==> src/rtl/cfg_reg_pkg.sv <==
// Shared constants, FSM state type and helper function for the cfg_reg_arb
// register arbiter.
package cfg_reg_pkg;

  localparam int NUM_REQ  = 4;
  localparam int DATA_W   = 4;
  localparam int IDX_W    = 2;
  localparam int NUM_REGS = 4;

  localparam int REG0_RST = 5;
  localparam int REG1_RST = 6;
  localparam int REG2_RST = 7;
  localparam int REG3_RST = 8;

  typedef enum logic [1:0] {
    IDLE    = 2'd0,
    ACCESS  = 2'd1,
    RELEASE = 2'd2
  } arb_state_t;

  // Convert a one-hot requester vector into its index (0 when empty).
  function automatic logic [IDX_W-1:0] onehot_to_idx(input logic [NUM_REQ-1:0] v);
    logic [IDX_W-1:0] idx;
    idx = {IDX_W{1'b0}};
    for (int i = 0; i < NUM_REQ; i++) begin
      if (v[i]) begin
        idx = IDX_W'(i);
      end
    end
    return idx;
  endfunction

endpackage

==> src/rtl/cfg_reg_arb_rr_pick.sv <==
// rr_pick: round-robin winner selection. The search starts one past the
// last winner and wraps, so the most recently served requester has the
// lowest priority. NUM_REQ must be 2**IDX_W so the index wraps naturally.
module rr_pick #(
  parameter int NUM_REQ = cfg_reg_pkg::NUM_REQ,
  parameter int IDX_W   = cfg_reg_pkg::IDX_W
) (
  input  logic [NUM_REQ-1:0] req,
  input  logic [IDX_W-1:0]   last,
  output logic [NUM_REQ-1:0] winner
);

  // First set request found scanning upward from last+1 wins.
  always_comb begin
    logic             w_found;
    logic [IDX_W-1:0] w_idx;
    winner  = '0;
    w_found = 1'b0;
    w_idx   = {IDX_W{1'b0}};
    for (int off = 1; off <= NUM_REQ; off++) begin
      w_idx = last + IDX_W'(off);
      if (!w_found && req[w_idx]) begin
        winner[w_idx] = 1'b1;
        w_found       = 1'b1;
      end else begin
        w_found = w_found;
      end
    end
  end

endmodule

==> src/rtl/cfg_reg_arb.sv <==
// cfg_reg_arb: four requesters share four DATA_W-bit registers through a
// round-robin arbiter. Each access runs IDLE -> ACCESS -> RELEASE.
// Optional macro CFG_REG_ARB_PROT_EN: requester i may only write register i;
// violating writes are dropped and flagged on err alongside ack.
module cfg_reg_arb
  import cfg_reg_pkg::arb_state_t, cfg_reg_pkg::IDLE, cfg_reg_pkg::ACCESS,
         cfg_reg_pkg::RELEASE, cfg_reg_pkg::IDX_W, cfg_reg_pkg::NUM_REGS,
         cfg_reg_pkg::onehot_to_idx, cfg_reg_pkg::REG0_RST,
         cfg_reg_pkg::REG1_RST, cfg_reg_pkg::REG2_RST, cfg_reg_pkg::REG3_RST;
#(
  parameter int NUM_REQ = cfg_reg_pkg::NUM_REQ,
  parameter int DATA_W  = cfg_reg_pkg::DATA_W
) (
  input  logic                       clk,
  input  logic                       rst_n,
  input  logic [NUM_REQ-1:0]         req,
  input  logic [NUM_REQ-1:0]         we,
  input  logic [NUM_REQ*2-1:0]       addr,
  input  logic [NUM_REQ*DATA_W-1:0]  wdata,
  output logic [NUM_REQ-1:0]         gnt,
  output logic [NUM_REQ-1:0]         ack,
  output logic [DATA_W-1:0]          rdata,
  output logic                       err,
  output logic                       busy,
  output logic [4*DATA_W-1:0]        regs_o
);

  arb_state_t          r_state;
  arb_state_t          w_next_state;
  logic [NUM_REQ-1:0]  r_gnt;
  logic [NUM_REQ-1:0]  r_ack;
  logic [DATA_W-1:0]   r_rdata;
  logic                r_err;
  logic                r_busy;
  logic [IDX_W-1:0]    r_last;
  logic [DATA_W-1:0]   r_regs [NUM_REGS];

  logic [NUM_REQ-1:0]  w_req_eff;
  logic [NUM_REQ-1:0]  w_winner;
  logic [NUM_REQ-1:0]  w_next_gnt;
  logic [NUM_REQ-1:0]  w_next_ack;
  logic [DATA_W-1:0]   w_next_rdata;
  logic                w_next_err;
  logic [IDX_W-1:0]    w_next_last;
  logic                w_wr_en;

  logic [1:0]          w_addr_arr  [NUM_REQ];
  logic [DATA_W-1:0]   w_wdata_arr [NUM_REQ];
  logic                w_sel_we;
  logic [1:0]          w_sel_addr;
  logic [DATA_W-1:0]   w_sel_wdata;
  logic                w_viol;

  // Split the packed per-requester buses into indexable arrays.
  always_comb begin
    for (int i = 0; i < NUM_REQ; i++) begin
      w_addr_arr[i]  = addr[2*i +: 2];
      w_wdata_arr[i] = wdata[DATA_W*i +: DATA_W];
    end
  end

  // r_last holds the granted requester's index for the whole access.
  assign w_sel_we    = we[r_last];
  assign w_sel_addr  = w_addr_arr[r_last];
  assign w_sel_wdata = w_wdata_arr[r_last];

`ifdef CFG_REG_ARB_PROT_EN
  assign w_viol = w_sel_we && (w_sel_addr != r_last);
`else
  assign w_viol = 1'b0;
`endif

  // A requester still showing req while its ack is up is not re-arbitrated.
  assign w_req_eff = req & ~r_ack;

  rr_pick #(
    .NUM_REQ (NUM_REQ),
    .IDX_W   (IDX_W)
  ) u_rr_pick (
    .req    (w_req_eff),
    .last   (r_last),
    .winner (w_winner)
  );

  // FSM state register.
  always_ff @(posedge clk or negedge rst_n) begin
    if (!rst_n) begin
      r_state <= IDLE;
    end else begin
      r_state <= w_next_state;
    end
  end

  // FSM next-state logic: one access occupies ACCESS then RELEASE.
  always_comb begin
    w_next_state = r_state;
    case (r_state)
      IDLE: begin
        if (|w_req_eff) begin
          w_next_state = ACCESS;
        end else begin
          w_next_state = IDLE;
        end
      end
      ACCESS:  w_next_state = RELEASE;
      RELEASE: w_next_state = IDLE;
      default: w_next_state = IDLE;
    endcase
  end

  // FSM output logic: next values for the registered outputs and write strobe.
  always_comb begin
    w_next_gnt   = r_gnt;
    w_next_ack   = '0;
    w_next_rdata = '0;
    w_next_err   = 1'b0;
    w_next_last  = r_last;
    w_wr_en      = 1'b0;
    case (r_state)
      IDLE: begin
        if (|w_req_eff) begin
          w_next_gnt  = w_winner;
          w_next_last = onehot_to_idx(w_winner);
        end else begin
          w_next_gnt  = '0;
        end
      end
      ACCESS: begin
        w_next_ack = r_gnt;
        w_next_err = w_viol;
        if (w_sel_we) begin
          w_wr_en = !w_viol;
        end else begin
          w_next_rdata = r_regs[w_sel_addr];
        end
      end
      RELEASE: begin
        w_next_gnt = '0;
      end
      default: begin
        w_next_gnt = '0;
      end
    endcase
  end

  // Registered handshake outputs and round-robin pointer.
  always_ff @(posedge clk or negedge rst_n) begin
    if (!rst_n) begin
      r_gnt   <= '0;
      r_ack   <= '0;
      r_rdata <= '0;
      r_err   <= 1'b0;
      r_busy  <= 1'b0;
      r_last  <= IDX_W'(NUM_REQ - 1);
    end else begin
      r_gnt   <= w_next_gnt;
      r_ack   <= w_next_ack;
      r_rdata <= w_next_rdata;
      r_err   <= w_next_err;
      r_busy  <= (w_next_state != IDLE);
      r_last  <= w_next_last;
    end
  end

  // Shared register file; a reset abandons any in-flight write.
  always_ff @(posedge clk or negedge rst_n) begin
    if (!rst_n) begin
      r_regs[0] <= DATA_W'(REG0_RST);
      r_regs[1] <= DATA_W'(REG1_RST);
      r_regs[2] <= DATA_W'(REG2_RST);
      r_regs[3] <= DATA_W'(REG3_RST);
    end else if (w_wr_en) begin
      r_regs[w_sel_addr] <= w_sel_wdata;
    end
  end

  assign gnt    = r_gnt;
  assign ack    = r_ack;
  assign rdata  = r_rdata;
  assign err    = r_err;
  assign busy   = r_busy;
  assign regs_o = {r_regs[3], r_regs[2], r_regs[1], r_regs[0]};

endmodule

==> config.mk <==
export PLATFORM = sky130hd
export DESIGN_NAME = cfg_reg_arb
export DESIGN_NICKNAME = d
export VERILOG_FILES = /design/src/rtl/cfg_reg_pkg.sv /design/src/rtl/cfg_reg_arb_rr_pick.sv /design/src/rtl/cfg_reg_arb.sv
export SDC_FILE = /design/constraint.sdc
export NUM_CORES = 1
export LEC_CHECK = 0
export BUFFER_PORTS_ARGS = -buffer_cell sky130_fd_sc_hd__buf_2
export CORE_MARGIN = 1.5
export CORE_UTILIZATION = 40
export CTS_CLUSTER_SIZE = 14
export DETAILED_ROUTE_END_ITERATION = 16
export PLACE_DENSITY = 0.63
export REMOVE_ABC_BUFFERS = 1
export SETUP_SLACK_MARGIN = 0.3
export SYNTH_ARGS = -nofsm -noshare
export SYNTH_HDL_FRONTEND = slang
export SYNTH_SLANG_ARGS = --single-unit
==> constraint.sdc <==
create_clock -name clk -period 3.75 [get_ports clk]
set_input_delay 0.75 -clock clk [delete_from_list [all_inputs] [get_ports clk]]
set_output_delay 0.75 -clock clk [all_outputs]
set_load 0.05 [all_outputs]
# Word-level counts from Yosys, hierarchy flattened
# Cells that the tools add are included.
dict set report word_totals {
  reg_bits 33
}
dict set report classes {
  n_reduce_logical 15
  eq_ne 1
  n_mux 49
  n_addsub 3
  magnitude_cmp 11
  n_bitwise 7
}
# cell n
set op_table {}
lappend op_table {{2-to-1 mux 4 bit} 13}
lappend op_table {{binary-select mux 4 bit (select 2 bit)} 2}
lappend op_table {{bitwise mux 16 bit} 1}
lappend op_table {{2-to-1 mux 1 bit} 16}
lappend op_table {{< comparator 2 x 3 -> 1 bit, second input constant} 4}
lappend op_table {{OR 4 bit} 3}
lappend op_table {{binary-select mux 1 bit (select 2 bit)} 5}
lappend op_table {{demux 1 bit (select 2 bit)} 4}
lappend op_table {{demux 4 bit (select 2 bit)} 1}
lappend op_table {{>= comparator 2 x 1 -> 1 bit, second input constant} 4}
lappend op_table {{logical AND 1 bit} 8}
lappend op_table {{2-to-1 mux 2 bit} 4}
lappend op_table {{case mux 4 bit (2 select lines)} 1}
lappend op_table {{>= comparator 3 bit, second input constant} 2}
lappend op_table {{inverter 2 -> 3 bit} 2}
lappend op_table {{adder 2 bit, second input constant} 2}
lappend op_table {{bitwise AND 4 bit} 1}
lappend op_table {{binary-select mux 2 bit (select 2 bit)} 1}
lappend op_table {{inverter 4 bit} 1}
lappend op_table {{case mux 2 bit (2 select lines)} 1}
lappend op_table {{OR reduction 4 bit} 1}
lappend op_table {{zero test 1 bit} 3}
lappend op_table {{< comparator 3 x 1 -> 1 bit, second input constant} 1}
lappend op_table {{adder 2 x 1 -> 2 bit, second input constant} 1}
lappend op_table {{other kinds (4)} 4}

# Logic depth before layout (Yosys ltp)
dict set report logic_depth {
  ltp_word 17
  depth_mapped 8
  mapped_depth_nobuf 7
}

# Modules after synthesis
# A second synthesis with hierarchy kept.
dict set report unflattened {
  cells_unflattened 144
  area_unflattened_um2 1893.1
}
# mod area_each_um2 seq_area_each_um2 n_inst cells_each
set modules_own_cells {}
lappend modules_own_cells {cfg_reg_arb 1535.2 838.3 1 106}
lappend modules_own_cells {rr_pick 357.8 0.0 1 38}

# Worst setup path after synthesis
# No wires, ideal clock.
dict set report synth_path {
  kind {input port to flip-flop}
  start {input req[2]}
  end {register r_gnt[3], in the netlist gnt[3]}
  path_buffers 0
  setup_time_ns 0.125
  cell_stages 6
  arrival_time_ns 2.153
  t_required_ns 3.625
  setup_slack_ns 1.472
  cell_sequence {nor2b_1 mux4_2 a22o_1 a221o_1 a21oi_2 o21bai_1}
}
dict set report synth_via {
  elab_chain_cells 15
  word_cells_on_any_way 28
  cone_classes {mux (17); bitwise (4); reduce/logical (7)}
}
# item line_no
set synth_rtl {}
lappend synth_rtl {{start, declared} cfg_reg_arb.sv:16} ;# input logic [NUM_REQ-1:0] req,
lappend synth_rtl {{bitwise AND 4 bit *} cfg_reg_arb.sv:74} ;# assign w_req_eff = req & ~r_ack;
lappend synth_rtl {{binary-select mux 1 bit (select 2 bit)} cfg_reg_arb_rr_pick.sv:22} ;# if (!w_found && req[w_idx]) begin
lappend synth_rtl {{2-to-1 mux 1 bit (implied by the code)} cfg_reg_arb_rr_pick.sv:22}
lappend synth_rtl {{2-to-1 mux 1 bit} cfg_reg_arb_rr_pick.sv:22}
lappend synth_rtl {{zero test 1 bit} cfg_reg_arb_rr_pick.sv:22}
lappend synth_rtl {{logical AND 1 bit} cfg_reg_arb_rr_pick.sv:22}
lappend synth_rtl {{2-to-1 mux 1 bit} cfg_reg_arb_rr_pick.sv:22}
lappend synth_rtl {{zero test 1 bit} cfg_reg_arb_rr_pick.sv:22}
lappend synth_rtl {{logical AND 1 bit} cfg_reg_arb_rr_pick.sv:22}
lappend synth_rtl {{2-to-1 mux 1 bit} cfg_reg_arb_rr_pick.sv:22}
lappend synth_rtl {{zero test 1 bit} cfg_reg_arb_rr_pick.sv:22}
lappend synth_rtl {{logical AND 1 bit} cfg_reg_arb_rr_pick.sv:22}
lappend synth_rtl {{2-to-1 mux 4 bit} cfg_reg_arb_rr_pick.sv:22}
lappend synth_rtl {{2-to-1 mux 4 bit *} cfg_reg_arb.sv:121} ;# if (|w_req_eff) begin
lappend synth_rtl {{case mux 4 bit (2 select lines) *} cfg_reg_arb.sv:119} ;# case (r_state)
lappend synth_rtl {{end signal, assigned} cfg_reg_arb.sv:156} ;# r_gnt <= w_next_gnt;
lappend synth_rtl {{end, declared} cfg_reg_arb.sv:30} ;# logic [NUM_REQ-1:0] r_gnt;
# Mark *: on every way between the ends. The rest lies on a longest branch, timed or not. The select of a mux whose other input is x is not followed.
# A chain may end at the register's enable or synchronous reset.

# Final worst setup path
dict set report layout_path {
  start {register r_last[1]}
  end {register r_gnt[2], in the netlist gnt[2]}
}
dict set report layout_via {
  elab_chain_cells 15
  word_cells_on_any_way 49
  cone_classes {add/sub (3); order compare (8); mux (25); bitwise (3); reduce/logical (10)}
}
# item line_no
set layout_rtl {}
lappend layout_rtl {{start, declared} cfg_reg_arb.sv:35} ;# logic [IDX_W-1:0] r_last;
lappend layout_rtl {{start signal, assigned} cfg_reg_arb.sv:154} ;# r_last <= IDX_W'(NUM_REQ - 1);
lappend layout_rtl {{start signal, assigned} cfg_reg_arb.sv:161} ;# r_last <= w_next_last;
lappend layout_rtl {{parallel branches: the longest is 12 deep, another holds < comparator 2 x 3 -> 1 bit} n/a}
lappend layout_rtl {{2-to-1 mux 4 bit *} cfg_reg_arb_rr_pick.sv:22}
lappend layout_rtl {{2-to-1 mux 4 bit *} cfg_reg_arb.sv:121}
lappend layout_rtl {{case mux 4 bit (2 select lines) *} cfg_reg_arb.sv:119}
# Mark *: on every way between the ends. The select of a mux whose other input is x is not followed.

==> results.tsv <==
stage	metric	value	unit
pwr	irDropWorstVdd	337	uV
detailed_routing	num_vias	1456	
sta	rsz0062_at_grt	false	
die	start_util	0.416	
finish	layout-drive-gt1-share	0.569	
die	die_x	73.3	um
cts	cts_hold_buf	0	
die	core_area	4750	um^2
cts	insertion_delay	0.28	ns
detailed_routing	wire_per_inst	15.3	um
sta	skew	0.00852	ns
cts	cts_tree	built	
yosys	avgSynthCellArea	13.5	um^2
detailed_routing	wl	4260	um
pwr	cellLeakagePower	0.00116	uW
yosys	ys_ff_latch	33	
yosys	yosysWarnings	0	
die	die_h	73.3	um
worst_setup_path	crit_required	3.92	ns
sta	fin_crit_sh	0.679	
worst_hold_path	holdCritPathClass	in -> async	
die	ios	64	
cts	cts_root_buffer	clkbuf_8	
sta	finalHoldViolations	0	
finish	final_nets	252	
global_routing	grt_pass1_vias	1523	
yosys	synth.distinct_cells	38	
yosys	synth_cells	146	
pwr	power.density	986	nW/um^2
detailed_routing	avgViaCountPerCell	5.24	
worst_setup_path	reg2reg_depth	7	
placed_design	port_buffers	62	
global_routing	grt_max_degree	34	
worst_setup_path	critical_path_class	reg -> reg	
placed_design	dp_hpwl	3350	um
worst_setup_path	cp-start-kind	flop	
cts	cts_buffers	5	
cts	cts_setup_buffers	0	
global_routing	grt_first_pass_wirelength	7210	um
cts	cts_max_path_buffers	2	
worst_setup_path	worst_r2r_endpoint	gnt[2]	
worst_setup_path	worstPathArrival	2.71	ns
detailed_routing	post-route-drc-count	0	
worst_setup_path	cp-end-kind	flop	
die	die-area	5370	um^2
worst_setup_path	r2r-start	r_last[1]	
sta	finalCriticalPeriod	2.54	ns
cts	cts_sinks	33	
finish	antennaDiodeCount	0	
finish	area_delta_synth_final	23.5	%
global_routing	antenna_found_initial	0	
worst_setup_path	worstPathMaxFanout	17	
finish	postLayoutCoreUtil	0.514	
finish	most-common-layout-cells	buf_2 (62), dfrtp_1 (23), mux4_2 (14)	
sta	slew_headroom	0.533	
sta	fmax	393	MHz
sta	tightest_slew	0.701	ns
global_routing	overflow	0	
detailed_routing	dr.pass1.iters	4	
cts	htree_levels	2	
placed_design	place_congestion	0.769	
cts	cts_resized	0	
sta	drv_slew	0	
sta	setup_violations	0	
cts	clk_pin_slew	0.07	ns
worst_setup_path	rrSetupSlack	1.21	ns
job	drv_cap	0	
global_routing	grt_use_total	0.180	
finish	layout_commonest_cell	buf_2	
die	row_count	25	
detailed_routing	initialDrtViolationCount	85	
detailed_routing	ant_nets	0	
outcome	status	completed	
sta	fin_setup_tns	0	ns
yosys	synth_area	1980	um^2
yosys	ys_seq_area_frac	0.424	
routing by layer:
metal  track usage  vias to the layer above  wire length, um
met4        0.0823                        0               82
met5             0                        -                0
met2         0.317                       55             2200
li1              -                      678                -
met3        0.0343                        8              251
met1         0.213                      715             1730
sequential cells by signal, summed over array words and instances, names as in the netlist:
signal / cells
rdata: 4
regs_o: 16
ack: 4
busy: 1
r_last: 2
r_state: 2
gnt: 4
kinds of logic (layout without fill, tap and decap cells):
logic type                 Yosys count  in the layout  synth area share
DFF                                 33             33             0.424
other                                1              1           0.00190
muxes                               30             30             0.258
and+or+nand+nor                     45             45             0.146
buffers and inverters               10             75            0.0335
AOI/OAI and AO/OA                   19             19            0.0854
adders and majority gates            8              8            0.0506
report_power, final:
part,leakage (uW),internal [uW],switching [uW]
logic,0.000701,525,830
clock network,0.0000585,217,127
registers,0.000403,542,168
total,0.00116,1280,1120
worst max-delay path: stages (launching register included):
cell and delay, ns:
dfstp_2 0.77, inv_1 0.20, ha_1 0.36, mux4_2 0.35, a22o_1 0.26, a221oi_2 0.21, and2_1 0.21, o21bai_1 0.07
synthesized netlist by cell type:
master	count	area, um^2
nand3_1	1	5.00
o21bai_1	3	22.5
a221o_1	2	20.0
buf_6	2	22.5
dfstp_2	10	263
nor2b_1	4	25.0
and3_1	1	6.26
a31oi_2	1	12.5
a21oi_2	1	8.76
or4b_4	1	13.8
nand2b_1	6	37.5
and2_1	10	62.6
conb_1	1	3.75
or4_1	1	7.51
a311o_1	1	10.0
mux2_2	12	135
inv_1	4	15.0
o21ai_1	1	5.00
inv_4	1	6.26
a211oi_1	1	7.51
or3_4	1	11.3
nor2b_2	1	8.76
nor4_4	1	21.3
ha_1	8	100
a31oi_1	2	12.5
and2b_4	1	10.0
o211ai_2	1	12.5
mux4_2	14	315
nand4_1	4	25.0
dfrtp_1	23	576
buf_4	3	22.5
nand2_1	3	11.3
nor3_2	1	10.0
a22o_1	4	35.0
nor2_1	9	33.8
o21a_1	1	7.51
mux2_4	4	60.1
a221oi_2	1	15.0
through the flow:
stage	total power (uW)	hold slack, ns	setup WS [ns]	area, um^2	instances
final	2410	0.507	1.21	2440	278
after floorplan	1770	0.454	1.40	1930	141
after global routing	2580	0.539	1.02	2440	278
after detailed placement	2090	0.491	1.18	2330	270
after CTS	2430	0.518	1.17	2440	278
after global placement	2070	0.499	1.20	2330	270
area by class of cell:
type                            instances  area, um^2
Clock inverter                          1        30.0
Multi-Input combinational cell        103        1070
Sequential cell                        33         838
Clock buffer                            7        86.3
Fill cell                             446        2310
Inverter                                5        21.3
Timing Repair Buffer                   62         310
Tap cell                               67        83.8
worst max path at each step:
stage          startpoint         to  slack, ns
5_1_grt         r_last[1]  r_last[0]       1.02
2_1_floorplan   r_last[0]     gnt[3]       1.40
6_report        r_last[1]     gnt[2]       1.21
4_1_cts         r_last[0]     gnt[3]       1.17
3_3_place_gp    r_last[0]     gnt[3]       1.20
3_5_place_dp    r_last[0]     gnt[3]       1.18
Power figures use the tool's default switching activity.
